**config.mk**
```make
export PLATFORM = sky130hd
export DESIGN_NAME = msk_hpc2o_sched
export DESIGN_NICKNAME = d
export VERILOG_FILES = /design/src/rtl/msk_pkg.sv /design/src/rtl/msk_share_fifo.sv /design/src/rtl/msk_hpc2o_sched.sv
export SDC_FILE = /design/constraint.sdc
export NUM_CORES = 1
export LEC_CHECK = 0
export ABC_AREA = 1
export BUFFER_PORTS_ARGS = -buffer_cell sky130_fd_sc_hd__buf_4
export CORE_MARGIN = 5
export CORE_UTILIZATION = 53
export DETAILED_ROUTE_END_ITERATION = 10
export GPL_ROUTABILITY_DRIVEN = 0
export GPL_TIMING_DRIVEN = 0
export HOLD_SLACK_MARGIN = 0.12
export MAX_ROUTING_LAYER = met4
export PLACE_DENSITY_LB_ADDON = 0.08
export RECOVER_POWER = 100
export SLEW_MARGIN = 0
export SYNTH_ARGS = -nofsm -noshare
export SYNTH_HDL_FRONTEND = slang
export SYNTH_HIERARCHICAL = 1
export SYNTH_SLANG_ARGS = --single-unit
```
**constraint.sdc**
```tcl
create_clock -name clk -period 2.25 [get_ports clk]
set_input_delay 0 -clock clk [delete_from_list [all_inputs] [get_ports clk]]
set_output_delay 0 -clock clk [all_outputs]
set_load 0.1 [all_outputs]
```
**src/rtl/msk_pkg.sv**
```systemverilog
// Shared definitions for the masked-AND (fMSKand_hpc2o) datapath blocks.
//   hpc2rnd(d)         : fresh random bits one gadget invocation consumes, d*(d-1)/2
//   SHIDX_BITS_DEFAULT : default width of the share-index control word
//   LAT_*              : gadget input/output latencies relative to the inb issue cycle
package msk_pkg;

    localparam int unsigned SHIDX_BITS_DEFAULT = 3;

    localparam int unsigned LAT_B   = 0;
    localparam int unsigned LAT_A   = 1;
    localparam int unsigned LAT_S   = 2;
    localparam int unsigned LAT_OUT = 2;

    function automatic int unsigned hpc2rnd(input int unsigned d);
        return d * (d - 1) / 2;
    endfunction

endpackage

```
**src/rtl/msk_share_fifo.sv**
```systemverilog
// First-word-fall-through buffer for output sharings.
//   clk, rst_n          : clock, asynchronous active-low reset
//   push, push_data     : write request and data (ignored when full without a pop)
//   pop                 : consume head entry (ignored when empty)
//   out_valid, out_data : head entry; out_data is driven 0 when empty
//   count               : number of stored entries, 0..DEPTH
// DEPTH must be a power of two so the pointers wrap naturally.
module msk_share_fifo #(
    parameter int unsigned W     = 2,
    parameter int unsigned DEPTH = 4,
    localparam int unsigned AW   = $clog2(DEPTH),
    localparam int unsigned CW   = AW + 1
) (
    input  logic          clk,
    input  logic          rst_n,
    input  logic          push,
    input  logic [W-1:0]  push_data,
    input  logic          pop,
    output logic          out_valid,
    output logic [W-1:0]  out_data,
    output logic [CW-1:0] count
);

    logic [W-1:0]  mem [DEPTH];
    logic [AW-1:0] wptr_q, rptr_q;
    logic [CW-1:0] count_q;
    logic          full, empty, do_push, do_pop;

    assign empty   = (count_q == '0);
    assign full    = (count_q == CW'(DEPTH));
    assign do_pop  = pop & ~empty;
    // A push into a full buffer is only accepted when the head leaves in the same cycle.
    assign do_push = push & (~full | do_pop);

    always_ff @(posedge clk or negedge rst_n) begin
        if (!rst_n) begin
            wptr_q  <= '0;
            rptr_q  <= '0;
            count_q <= '0;
        end else begin
            if (do_push) wptr_q <= wptr_q + 1'b1;
            if (do_pop)  rptr_q <= rptr_q + 1'b1;
            case ({do_push, do_pop})
                2'b10:   count_q <= count_q + 1'b1;
                2'b01:   count_q <= count_q - 1'b1;
                default: count_q <= count_q;
            endcase
        end
    end

    // Storage holds share data only; no reset so no reset-dependent share recombination.
    always_ff @(posedge clk) begin
        if (do_push) mem[wptr_q] <= push_data;
    end

    assign out_valid = ~empty;
    assign out_data  = empty ? '0 : mem[rptr_q];
    assign count     = count_q;

endmodule

```
**src/rtl/msk_hpc2o_sched.sv**
```systemverilog
// Issue scheduler for one fMSKand_hpc2o gadget.
//   in_valid/in_ready, in_a, in_b, in_s : operand request (two sharings + share-index word)
//   rnd_valid/rnd_ready                 : PRNG handshake, one word per issued op
//   g_inb (@0), g_ina/g_inb_prev (@1), g_s (@2) : latency-staggered gadget inputs
//   g_out                               : gadget result, captured two cycles after issue
//   out_valid/out_ready, out_data       : buffered result sharings
//   busy                                : any op in the pipeline or the buffer
// Credits reserve a buffer slot for every op in flight, because the gadget cannot stall.
module msk_hpc2o_sched
    import msk_pkg::*;
#(
    parameter int unsigned d          = 2,
    parameter int unsigned SHIDX_BITS = SHIDX_BITS_DEFAULT,
    parameter int unsigned FIFO_DEPTH = 4
) (
    input  logic                  clk,
    input  logic                  rst_n,
    input  logic                  in_valid,
    output logic                  in_ready,
    input  logic [d-1:0]          in_a,
    input  logic [d-1:0]          in_b,
    input  logic [SHIDX_BITS-1:0] in_s,
    input  logic                  rnd_valid,
    output logic                  rnd_ready,
    output logic [d-1:0]          g_inb,
    output logic [d-1:0]          g_ina,
    output logic [d-1:0]          g_inb_prev,
    output logic [SHIDX_BITS-1:0] g_s,
    input  logic [d-1:0]          g_out,
    output logic                  out_valid,
    input  logic                  out_ready,
    output logic [d-1:0]          out_data,
    output logic                  busy
);

    localparam int unsigned CW = $clog2(FIFO_DEPTH) + 1;

    logic                  run_q;
    logic                  st1_v_q, st2_v_q;
    logic [d-1:0]          st1_a_q, st1_b_q;
    logic [SHIDX_BITS-1:0] st1_s_q, st2_s_q;
    logic [CW-1:0]         fifo_count;
    logic [CW:0]           used;
    logic                  credit_ok, fire;

    // Slots already spoken for: buffered results plus ops still in the gadget.
    always_comb begin
        used = {1'b0, fifo_count} + (CW+1)'(st1_v_q) + (CW+1)'(st2_v_q);
    end

    // run_q keeps the request side closed while reset is asserted.
    assign credit_ok = run_q && (used < (CW+1)'(FIFO_DEPTH));
    assign in_ready  = rnd_valid & credit_ok;
    assign rnd_ready = in_valid & credit_ok;
    assign fire      = in_valid & in_ready;

    // Invalid stages present all-zero to the gadget, never stale shares.
    assign g_inb      = fire    ? in_b    : '0;
    assign g_ina      = st1_v_q ? st1_a_q : '0;
    assign g_inb_prev = st1_v_q ? st1_b_q : '0;
    assign g_s        = st2_v_q ? st2_s_q : '0;

    always_ff @(posedge clk or negedge rst_n) begin
        if (!rst_n) begin
            run_q   <= 1'b0;
            st1_v_q <= 1'b0;
            st2_v_q <= 1'b0;
        end else begin
            run_q   <= 1'b1;
            st1_v_q <= fire;
            st2_v_q <= st1_v_q;
        end
    end

    // Share-carrying registers: no reset; cleared to zero whenever the stage is empty.
    always_ff @(posedge clk) begin
        st1_a_q <= fire ? in_a : '0;
        st1_b_q <= fire ? in_b : '0;
        st1_s_q <= fire ? in_s : '0;
        st2_s_q <= st1_v_q ? st1_s_q : '0;
    end

    msk_share_fifo #(
        .W     (d),
        .DEPTH (FIFO_DEPTH)
    ) u_fifo (
        .clk       (clk),
        .rst_n     (rst_n),
        .push      (st2_v_q),
        .push_data (g_out),
        .pop       (out_ready),
        .out_valid (out_valid),
        .out_data  (out_data),
        .count     (fifo_count)
    );

    assign busy = st1_v_q | st2_v_q | (fifo_count != '0);

endmodule

```
==> results of run 1 <==
## layer usage
layer / routed length (µm) / share of wire / GRT usage
met5: 0 / 0 / -
met4: 15 / 0.0055 / 0.0665
met3: 126 / 0.046 / 0.0367
met2: 1540 / 0.57 / 0.353
met1: 1030 / 0.38 / 0.191
## worst max path at each step
stage	end	slack (ns)	depth (start not counted)
5_1_grt	g_inb[1]	0.04	7
4_1_cts	g_inb[1]	0.22	7
3_3_place_gp	u_fifo/count[2]	0.46	10
2_1_floorplan	st1_b_q[0]	-0.38	6
6_report	g_inb[0]	0.19	7
3_5_place_dp	u_fifo/count[2]	0.39	10
## cell type report
| type | instances | area [µm²] |
|---|---|---|
| Sequential cell | 28 | 691 |
| Inverter | 46 | 173 |
| Multi-Input combinational cell | 81 | 453 |
| Fill cell | 180 | 634 |
| Buffer | 2 | 11.3 |
| Clock buffer | 3 | 22.5 |
| Timing Repair Buffer | 49 | 380 |
| Clock inverter | 1 | 30.0 |
| Tap cell | 30 | 37.5 |
## synth_stat cells (all sizes together)
library cell | instances | share of area
xnor2 | 2 | 0.013
edfxtp | 8 | 0.18
fa | 1 | 0.015
nand3 | 7 | 0.026
dfxtp | 10 | 0.15
a21oi | 2 | 0.0075
nand2 | 40 | 0.14
o21ai | 2 | 0.0075
buf | 2 | 0.014
inv | 46 | 0.13
nor3 | 1 | 0.0038
dfrtp | 10 | 0.19
ha | 6 | 0.056
conb | 1 | 0.0028
nand4 | 2 | 0.021
nor2 | 17 | 0.050
## flip-flops by register name, indices dropped and copies added, names as in the netlist
signal and cells:
u_fifo/mem 8, st1_s_q 3, st2_s_q 3, u_fifo/count 3
st1_a_q 2, st1_b_q 2, u_fifo/rptr_q 2, u_fifo/wptr_q 2
run_q 1, st1_v_q 1, st2_v_q 1
## cells by family after synthesis
logic type	count (synthesis)	synth area share
compound gates	4	0.0150
xor+xnor	2	0.0131
fa+ha+maj	7	0.0714
buf+inv	48	0.144
flops	28	0.518
other cells	1	0.00281
simple gates	67	0.236
## worst max-delay path, stage by stage, from the launching register on
cell,delay [ns]
dfrtp_1,0.51
ha_1,0.34
nand2_2,0.07
nand2_1,0.06
nand2_2,0.09
nand4_4,0.13
nor2_1,0.17
clkbuf_4,0.35
## stage by stage
step / total power [mW] / utilization / setup slack (ns)
floorplan: 1.50 / - / -0.380
global placement: 1.68 / 0.655 / 0.463
detailed placement: 1.71 / 0.655 / 0.395
CTS: 2.08 / 0.763 / 0.225
global route: 2.15 / 0.739 / 0.0356
finish: 2.02 / 0.739 / 0.191
## power breakdown
| part | internal [mW] | switching (mW) | total [mW] |
|---|---|---|---|
| logic | 0.261 | 0.739 | 1.00 |
| registers | 0.601 | 0.0873 | 0.688 |
| clock network | 0.180 | 0.147 | 0.327 |
| total | 1.04 | 0.973 | 2.02 |
==> flow_metrics.tcl, run 1 <==
set metrics [dict create \
    hold_path_depth 0 \
    fin_setup_tns_ns 0 \
    io_pins 29 \
    instances_no_fill 240 \
    grt_max_degree 17 \
    ctsHtreeMaxLevel 1 \
    drt_first_iter_violations 25 \
    cts_buffer_depth 2 \
    cts_inserted_buffers 3 \
    dp_hpwl_um 1790 \
    clock-sinks 28 \
    antenna_found_initial 0 \
    vias 1071 \
    grt_pass1_vias 1124 \
    maxCapViolCount 0 \
    gr-usage-all-layers 0.188 \
    rsz0062_at_grt "false" \
    hp-start "st1_v_q" \
    path_clk_slew_ns 0.15 \
    post_drt_wl_per_cell_um 11.3 \
    root_buffer "clkbuf_4" \
    final_nets 232 \
    fin_worst_skew_ns 0.00260 \
    synthCells 157 \
    slew_headroom 0.636 \
    placed_area_um2 1590 \
    ys_types 23 \
    initial_core_util 0.548 \
    leakage_nw 1.02 \
    holdPathEnd "st2_v_q" \
    worstPathMaxFanout 8 \
    layout_common_cells "44 x inv_1, 35 x nand2_1, 21 x dlygate4sd3_1" \
    setup_viol 0 \
    fmax_ghz 0.486 \
    die_x_um 60.1 \
    end_kind "output port" \
    syn_nets 178 \
    cp-startpoint "st2_v_q" \
    reg2reg_slack_ns 0.24 \
    avgViaCountPerCell 4.46 \
    critPathRequiredTime_ns 2.25 \
    dp_cells 215 \
    cts_setup_buffers 0 \
    cts_hold_buf 21 \
    design_area_um2 1800 \
    ir_drop_mv 1.02 \
    synth_seq_cells 28 \
    dieArea_um2 3620 \
    die_h_um 60.1 \
    numPortBuffers 28 \
    gr-total-overflow 0 \
    reg2reg_to "st1_b_q[1]" \
    routed_wl_um 2720 \
    power_density_nw_per_um2 1120 \
    num_antenna_cells 0 \
    dr.pass1.iters 5 \
    finalCritPeriodShare 0.915 \
    core_area_um2 2430 \
    maxSlewViolCount 0 \
    ys_warn_count 6 \
    grt_pass1_wl_um 4880 \
    arrival_ns 2.06 \
    start_kind "register" \
    layout_commonest_cell "inv_1" \
    syn_area_per_cell_um2 8.49 \
    syn_area_um2 1330 \
    area_growth_pct 34.9 \
    reg2regPathDepth 7 \
    row_count 18 \
    finalHoldViolCount 0 \
    worstSetupPathType "reg2out" \
    status "finished clean" \
    seq_area_frac_synth 0.518 \
    layout-drive-gt1-share 0.205 \
    cts_tree "built" \
    hold_ws_ns 0.394 \
    worst_pin_slew_ns 0.548 \
    insertion_delay_ns 0.33 \
    r2r-start "st2_v_q" \
    post_cts_resized 0 \
    timing.final.crit_period_ns 2.06 \
    drc 0 \
    postRouteAntennaNets 0 \
    hold_path.class "reg2reg" \
]
(Power assumes the default switching activity.)
==> inputs of run 2 (changes only) <==
--- a/config.mk
+++ b/config.mk
@@ -13,7 +13,6 @@
 export GPL_ROUTABILITY_DRIVEN = 0
 export GPL_TIMING_DRIVEN = 0
 export HOLD_SLACK_MARGIN = 0.12
-export MAX_ROUTING_LAYER = met4
 export PLACE_DENSITY_LB_ADDON = 0.08
 export RECOVER_POWER = 100
 export SLEW_MARGIN = 0
==> flow_metrics.tcl, run 2 (synthesis gave the netlist of run 1 again) <==
set metrics [dict create \
    status "finished clean" \
    worstPathMaxFanout 8 \
    core_area_um2 2430 \
    start_kind "register" \
    cts_buffer_depth 2 \
    power_density_nw_per_um2 1120 \
    row_count 18 \
    maxSlewViolCount 0 \
    die_h_um 60.1 \
    gr-usage-all-layers 0.183 \
    maxCapViolCount 0 \
    worst_pin_slew_ns 0.548 \
    finalHoldViolCount 0 \
    insertion_delay_ns 0.33 \
    r2r-start "st2_v_q" \
    post_cts_resized 0 \
    antenna_found_initial 0 \
    hold_path.class "reg2reg" \
    initial_core_util 0.548 \
    postRouteAntennaNets 0 \
    layout_commonest_cell "inv_1" \
    arrival_ns 2.06 \
    grt_max_degree 17 \
    vias 1071 \
    hp-start "st1_v_q" \
    setup_viol 0 \
    largest_reg_flops 8 \
    end_kind "output port" \
    num_antenna_cells 0 \
    die_x_um 60.1 \
    io_pins 29 \
    cts_setup_buffers 0 \
    reg2regPathDepth 7 \
    fin_worst_skew_ns 0.00223 \
    root_buffer "clkbuf_4" \
    dr.pass1.iters 5 \
    layout_common_cells "44 x inv_1, 35 x nand2_1, 21 x dlygate4sd3_1" \
    drt_first_iter_violations 25 \
    routed_wl_um 2720 \
    worstSetupPathType "reg2out" \
    layout-drive-gt1-share 0.205 \
    placed_area_um2 1590 \
    clock-sinks 28 \
    cts_inserted_buffers 3 \
    critPathRequiredTime_ns 2.25 \
    p_total_mw 2.02 \
    hold_path_depth 0 \
    cts_hold_buf 21 \
    post_drt_wl_per_cell_um 11.3 \
    reg2reg_slack_ns 0.24 \
    fmax_ghz 0.486 \
    p_switching_mw 0.973 \
    rsz0062_at_grt "false" \
    dp_hpwl_um 1790 \
    ir_drop_mv 1.02 \
    design_area_um2 1800 \
    clockPowerShare 0.162 \
    reg2reg_to "st1_b_q[1]" \
    seqPwrFrac 0.342 \
    dpl_worst_slack_ns 0.395 \
    final_nets 232 \
    postLayoutSetupSlackWorst_ns 0.192 \
    p_int_mw 1.04 \
    grt_pass1_wl_um 4870 \
    numPortBuffers 28 \
    avgViaCountPerCell 4.46 \
    finalCritPeriodShare 0.915 \
    area_growth_pct 34.9 \
    switching_share 0.483 \
    slew_headroom 0.636 \
    leakage_nw 1.02 \
    ctsHtreeMaxLevel 1 \
    holdPathEnd "st2_v_q" \
    pwr-share-comb 0.496 \
    hold_ws_ns 0.394 \
    top_register "u_fifo/mem" \
    grt_pass1_vias 1123 \
    cts_tree "built" \
    dieArea_um2 3620 \
    gr-total-overflow 0 \
    timing.final.crit_period_ns 2.06 \
    drc 0 \
    utilization 0.739 \
    path_clk_slew_ns 0.15 \
]
==> run 2: worst max-delay path by stage <==
| stage | from | end | slack, ns | cells after the start |
|---|---|---|---|---|
| floorplan | st2_v_q | st1_b_q[0] | -0.38 | 6 |
| global placement | u_fifo/count[1] | u_fifo/count[2] | 0.46 | 10 |
| detailed placement | u_fifo/count[1] | u_fifo/count[2] | 0.39 | 10 |
| CTS | st2_v_q | g_inb[1] | 0.22 | 7 |
| global route | st2_v_q | g_inb[1] | 0.04 | 7 |
| finish | st2_v_q | g_inb[0] | 0.19 | 7 |
==> run 2: final cells by class <==
type                       instances  area, µm²
buffer                             2       11.3
clock buffer                       3       22.5
clock inverter                     1       30.0
fill                             180        634
inverter                          46        173
multi-input combinational         81        453
sequential                        28        691
tap                               30       37.5
timing repair buffer              49        380
==> run 2: stage by stage <==
step	setup TNS [ns]	cells
2_1_floorplan	-0.992	157
3_3_place_gp	0	215
4_1_cts	0	240
3_5_place_dp	0	215
5_1_grt	0	240
6_report	0	240
==> run 2: worst max-delay path: stages (launching register included) <==
cell      delay [ns]
dfrtp_1         0.51
ha_1            0.34
nand2_2         0.07
nand2_1         0.06
nand2_2         0.09
nand4_4         0.13
nor2_1          0.17
clkbuf_4        0.35
==> run 2: power by group through the flow <==
stage / registers [mW] / logic (mW) / clock network [mW]
after floorplan: 0.677 / 0.827 / 0
after global placement: 0.693 / 0.987 / 0
after detailed placement: 0.697 / 1.01 / 0
after CTS: 0.690 / 1.05 / 0.337
after global routing: 0.703 / 1.09 / 0.359
final: 0.688 / 1.00 / 0.327
==> run 2: metal layers <==
layer | routed length, µm | global-route usage
met2 | 1540 | 0.353
met4 | 15 | 0.0665
met3 | 127 | 0.0389
met5 | 0 | 0
met1 | 1030 | 0.190
==> inputs of run 3 (changes only) <==
--- a/config.mk
+++ b/config.mk
@@ -5,10 +5,9 @@
 export SDC_FILE = /design/constraint.sdc
 export NUM_CORES = 1
 export LEC_CHECK = 0
-export ABC_AREA = 1
-export BUFFER_PORTS_ARGS = -buffer_cell sky130_fd_sc_hd__buf_4
+export BUFFER_PORTS_ARGS = -buffer_cell sky130_fd_sc_hd__buf_2
 export CORE_MARGIN = 5
-export CORE_UTILIZATION = 53
+export CORE_UTILIZATION = 51
 export DETAILED_ROUTE_END_ITERATION = 10
 export GPL_ROUTABILITY_DRIVEN = 0
 export GPL_TIMING_DRIVEN = 0
==> flow_metrics.tcl, run 3 <==
set metrics [dict create \
    status "finished clean" \
    utilization 0.724 \
    yosysMostFrequentCell "and2_1" \
    gr-total-overflow 0 \
    finalHoldViolCount 0 \
    grt_pass1_wl_um 3740 \
    fmax_ghz 0.476 \
    root_buffer "clkbuf_4" \
    worstSetupPathType "reg2out" \
    max_stage_delay_ns 0.48 \
    num_antenna_cells 0 \
    rsz0062_at_grt "false" \
    synthTopCellsByArea "dfrtp_1 21%, edfxtp_1 20%, dfxtp_1 17%, ha_1 6.3%, and2_1 5.8%" \
    cts_tree "built" \
    maxCapViolCount 0 \
    layout-drive-gt1-share 0.234 \
    maxSlewViolCount 0 \
    dp_cells 148 \
    die_x_um 58.3 \
    leakage_nw 0.741 \
    async_reset_ff_frac 0.357 \
    synth_edf_count 8 \
    avgViaCountPerCell 4.76 \
    finalCritPeriodShare 0.934 \
    end_kind "output port" \
    syn_area_um2 1190 \
    path_clk_slew_ns 0.16 \
    cp_slowest_cell "dfrtp_1" \
    worstPathCellList "ha_1 > a21oi_1 > and4_1 > buf_6 > and3_2 > clkbuf_4" \
    grt_pass1_vias 882 \
    dp_hpwl_um 1430 \
    cts_inserted_buffers 3 \
    initial_core_util 0.537 \
    row_count 17 \
    postLayoutSetupSlackWorst_ns 0.149 \
    largest_reg_flops 8 \
    layout_common_cells "20 x dlygate4sd3_1, 11 x clkbuf_1, 10 x buf_2, 10 x dfrtp_1, 10 x dfxtp_1" \
    die_h_um 58.3 \
    synthCells 92 \
    n_fill_cell 175 \
    ys_warn_count 6 \
    dr.pass1.iters 4 \
    routed_wl_um 2270 \
    synth.top_cell.area_share 0.211 \
    hold_path.class "in2reg" \
    syn_nets 113 \
    final_nets 167 \
    start_kind "register" \
    layout_commonest_cell "dlygate4sd3_1" \
    io_pins 29 \
    insertion_delay_ns 0.34 \
    core_area_um2 2210 \
    yosysTopAreaCell "dfrtp_1" \
    critPathRequiredTime_ns 2.25 \
    timing.final.crit_period_ns 2.10 \
    antenna_found_initial 0 \
    syn_area_per_cell_um2 12.9 \
    top_register "u_fifo/mem" \
    dpl_worst_slack_ns 0.0746 \
    power_density_nw_per_um2 1090 \
    seq_area_frac_synth 0.581 \
    dieArea_um2 3400 \
    gr-usage-all-layers 0.147 \
    cts_buffer_depth 2 \
    area_growth_pct 34.7 \
    post_drt_wl_per_cell_um 13.1 \
    ctsHtreeMaxLevel 1 \
    arrival_ns 2.10 \
    synth_ff_type "dfxtp_1" \
    drc 0 \
    fin_worst_skew_ns 0.0173 \
    slew_headroom 0.217 \
    worstPathMaxFanout 9 \
    clock-sinks 28 \
    worst_pin_slew_ns 1.18 \
    drt_first_iter_violations 10 \
    vias 824 \
    synth_seq_cells 28 \
    ir_drop_mv 0.933 \
    ys_types 25 \
    setup_viol 0 \
    grt_max_degree 17 \
    yosys-top-cells-count "11 x and2_1, 10 x dfrtp_1, 10 x dfxtp_1, 8 x edfxtp_1" \
    numPortBuffers 28 \
    instances_no_fill 173 \
    postRouteAntennaNets 0 \
    fin_setup_tns_ns 0 \
]
[run 3: cell types whose count changed after synthesis, moves of 3 or more]
cell     before  now
inv_1        43    7
nand2_1      32    3
nor2_1       16    3
and2_1        0   11
and2_2        0    7
and3_1        0    7
nand2_2       6    0
nand3_1       7    1
inv_2         3    0
[run 3: what timing repair did]
action,4_1_cts,5_1_grt
hold buffers,20,0
endpoints found under the setup margin,0,3
hold endpoints to repair,28,0
gates resized for setup,0,2
buffers inserted,0,1
[run 3: final cells by class]
type                       instances  area [µm²]  area share
clock buffer                       4        47.5      0.0297
tap                               28        35.0      0.0219
sequential                        28         691       0.431
multi-input combinational         56         454       0.284
inverter                           7        26.3      0.0164
timing repair buffer              49         337       0.210
buffer                             1        11.3     0.00703
[run 3: worst max-delay path: cells and delay by family, from the launching register on]
family | cells | cell delay [ns]
adder cells (fa/ha/maj) | 1 | 0.21
AO/OA/AOI/OAI | 1 | 0.17
buffers and inverters | 2 | 0.46
flip-flops | 1 | 0.48
AND/OR/NAND/NOR | 2 | 0.43
[run 3: cell families (layout without fill, tap and decap cells)]
kind of cell / count (synthesis) / in the layout / synth area share
simple gates: 36 / 36 / 0.187
xor+xnor: 6 / 6 / 0.0442
other cells: 1 / 1 / 0.00315
mux: 4 / 4 / 0.0589
buf+inv: 8 / 61 / 0.0316
compound gates: 2 / 2 / 0.0137
fa+ha+maj: 7 / 7 / 0.0800
flops: 28 / 28 / 0.581
[run 3: final timing paths]
| path | from | endpoint | slack [ns] | cells past startpoint |
|---|---|---|---|---|
| min in group asynchronous | rst_n | u_fifo/count[1] | 0.69 | 3 |
| min | rnd_valid | st1_v_q | 0.19 | 4 |
| max | u_fifo/count[0] | g_inb[0] | 0.15 | 6 |
| min reg2reg | st1_s_q[1] | st2_s_q[1] | 0.47 | 1 |
| max reg2reg | u_fifo/count[0] | st1_b_q[0] | 0.17 | 6 |
| max in group asynchronous | rst_n | u_fifo/wptr_q[0] | 1.21 | 3 |
[run 3: through the flow]
step	instance area (µm²)	hold slack, ns	power, mW
6_report	1600	0.195	1.74
5_1_grt	1600	0.212	1.85
4_1_cts	1620	0.191	1.78
3_5_place_dp	1370	-0.115	1.47
3_3_place_gp	1370	-0.121	1.45
2_1_floorplan	1200	-0.296	1.34
[run 3: layer usage]
layer	up-vias	routed length, µm	GRT usage
met3	3	128	0.0379
met2	21	1180	0.268
met4	0	36	0.0695
li1	410	-	-
met1	390	920	0.156
met5	-	0	0
[run 3: power by group]
group	switching, mW	total, mW	internal (mW)
Clock	0.152	0.288	0.136
Sequential	0.0959	0.700	0.604
Combinational	0.517	0.753	0.237
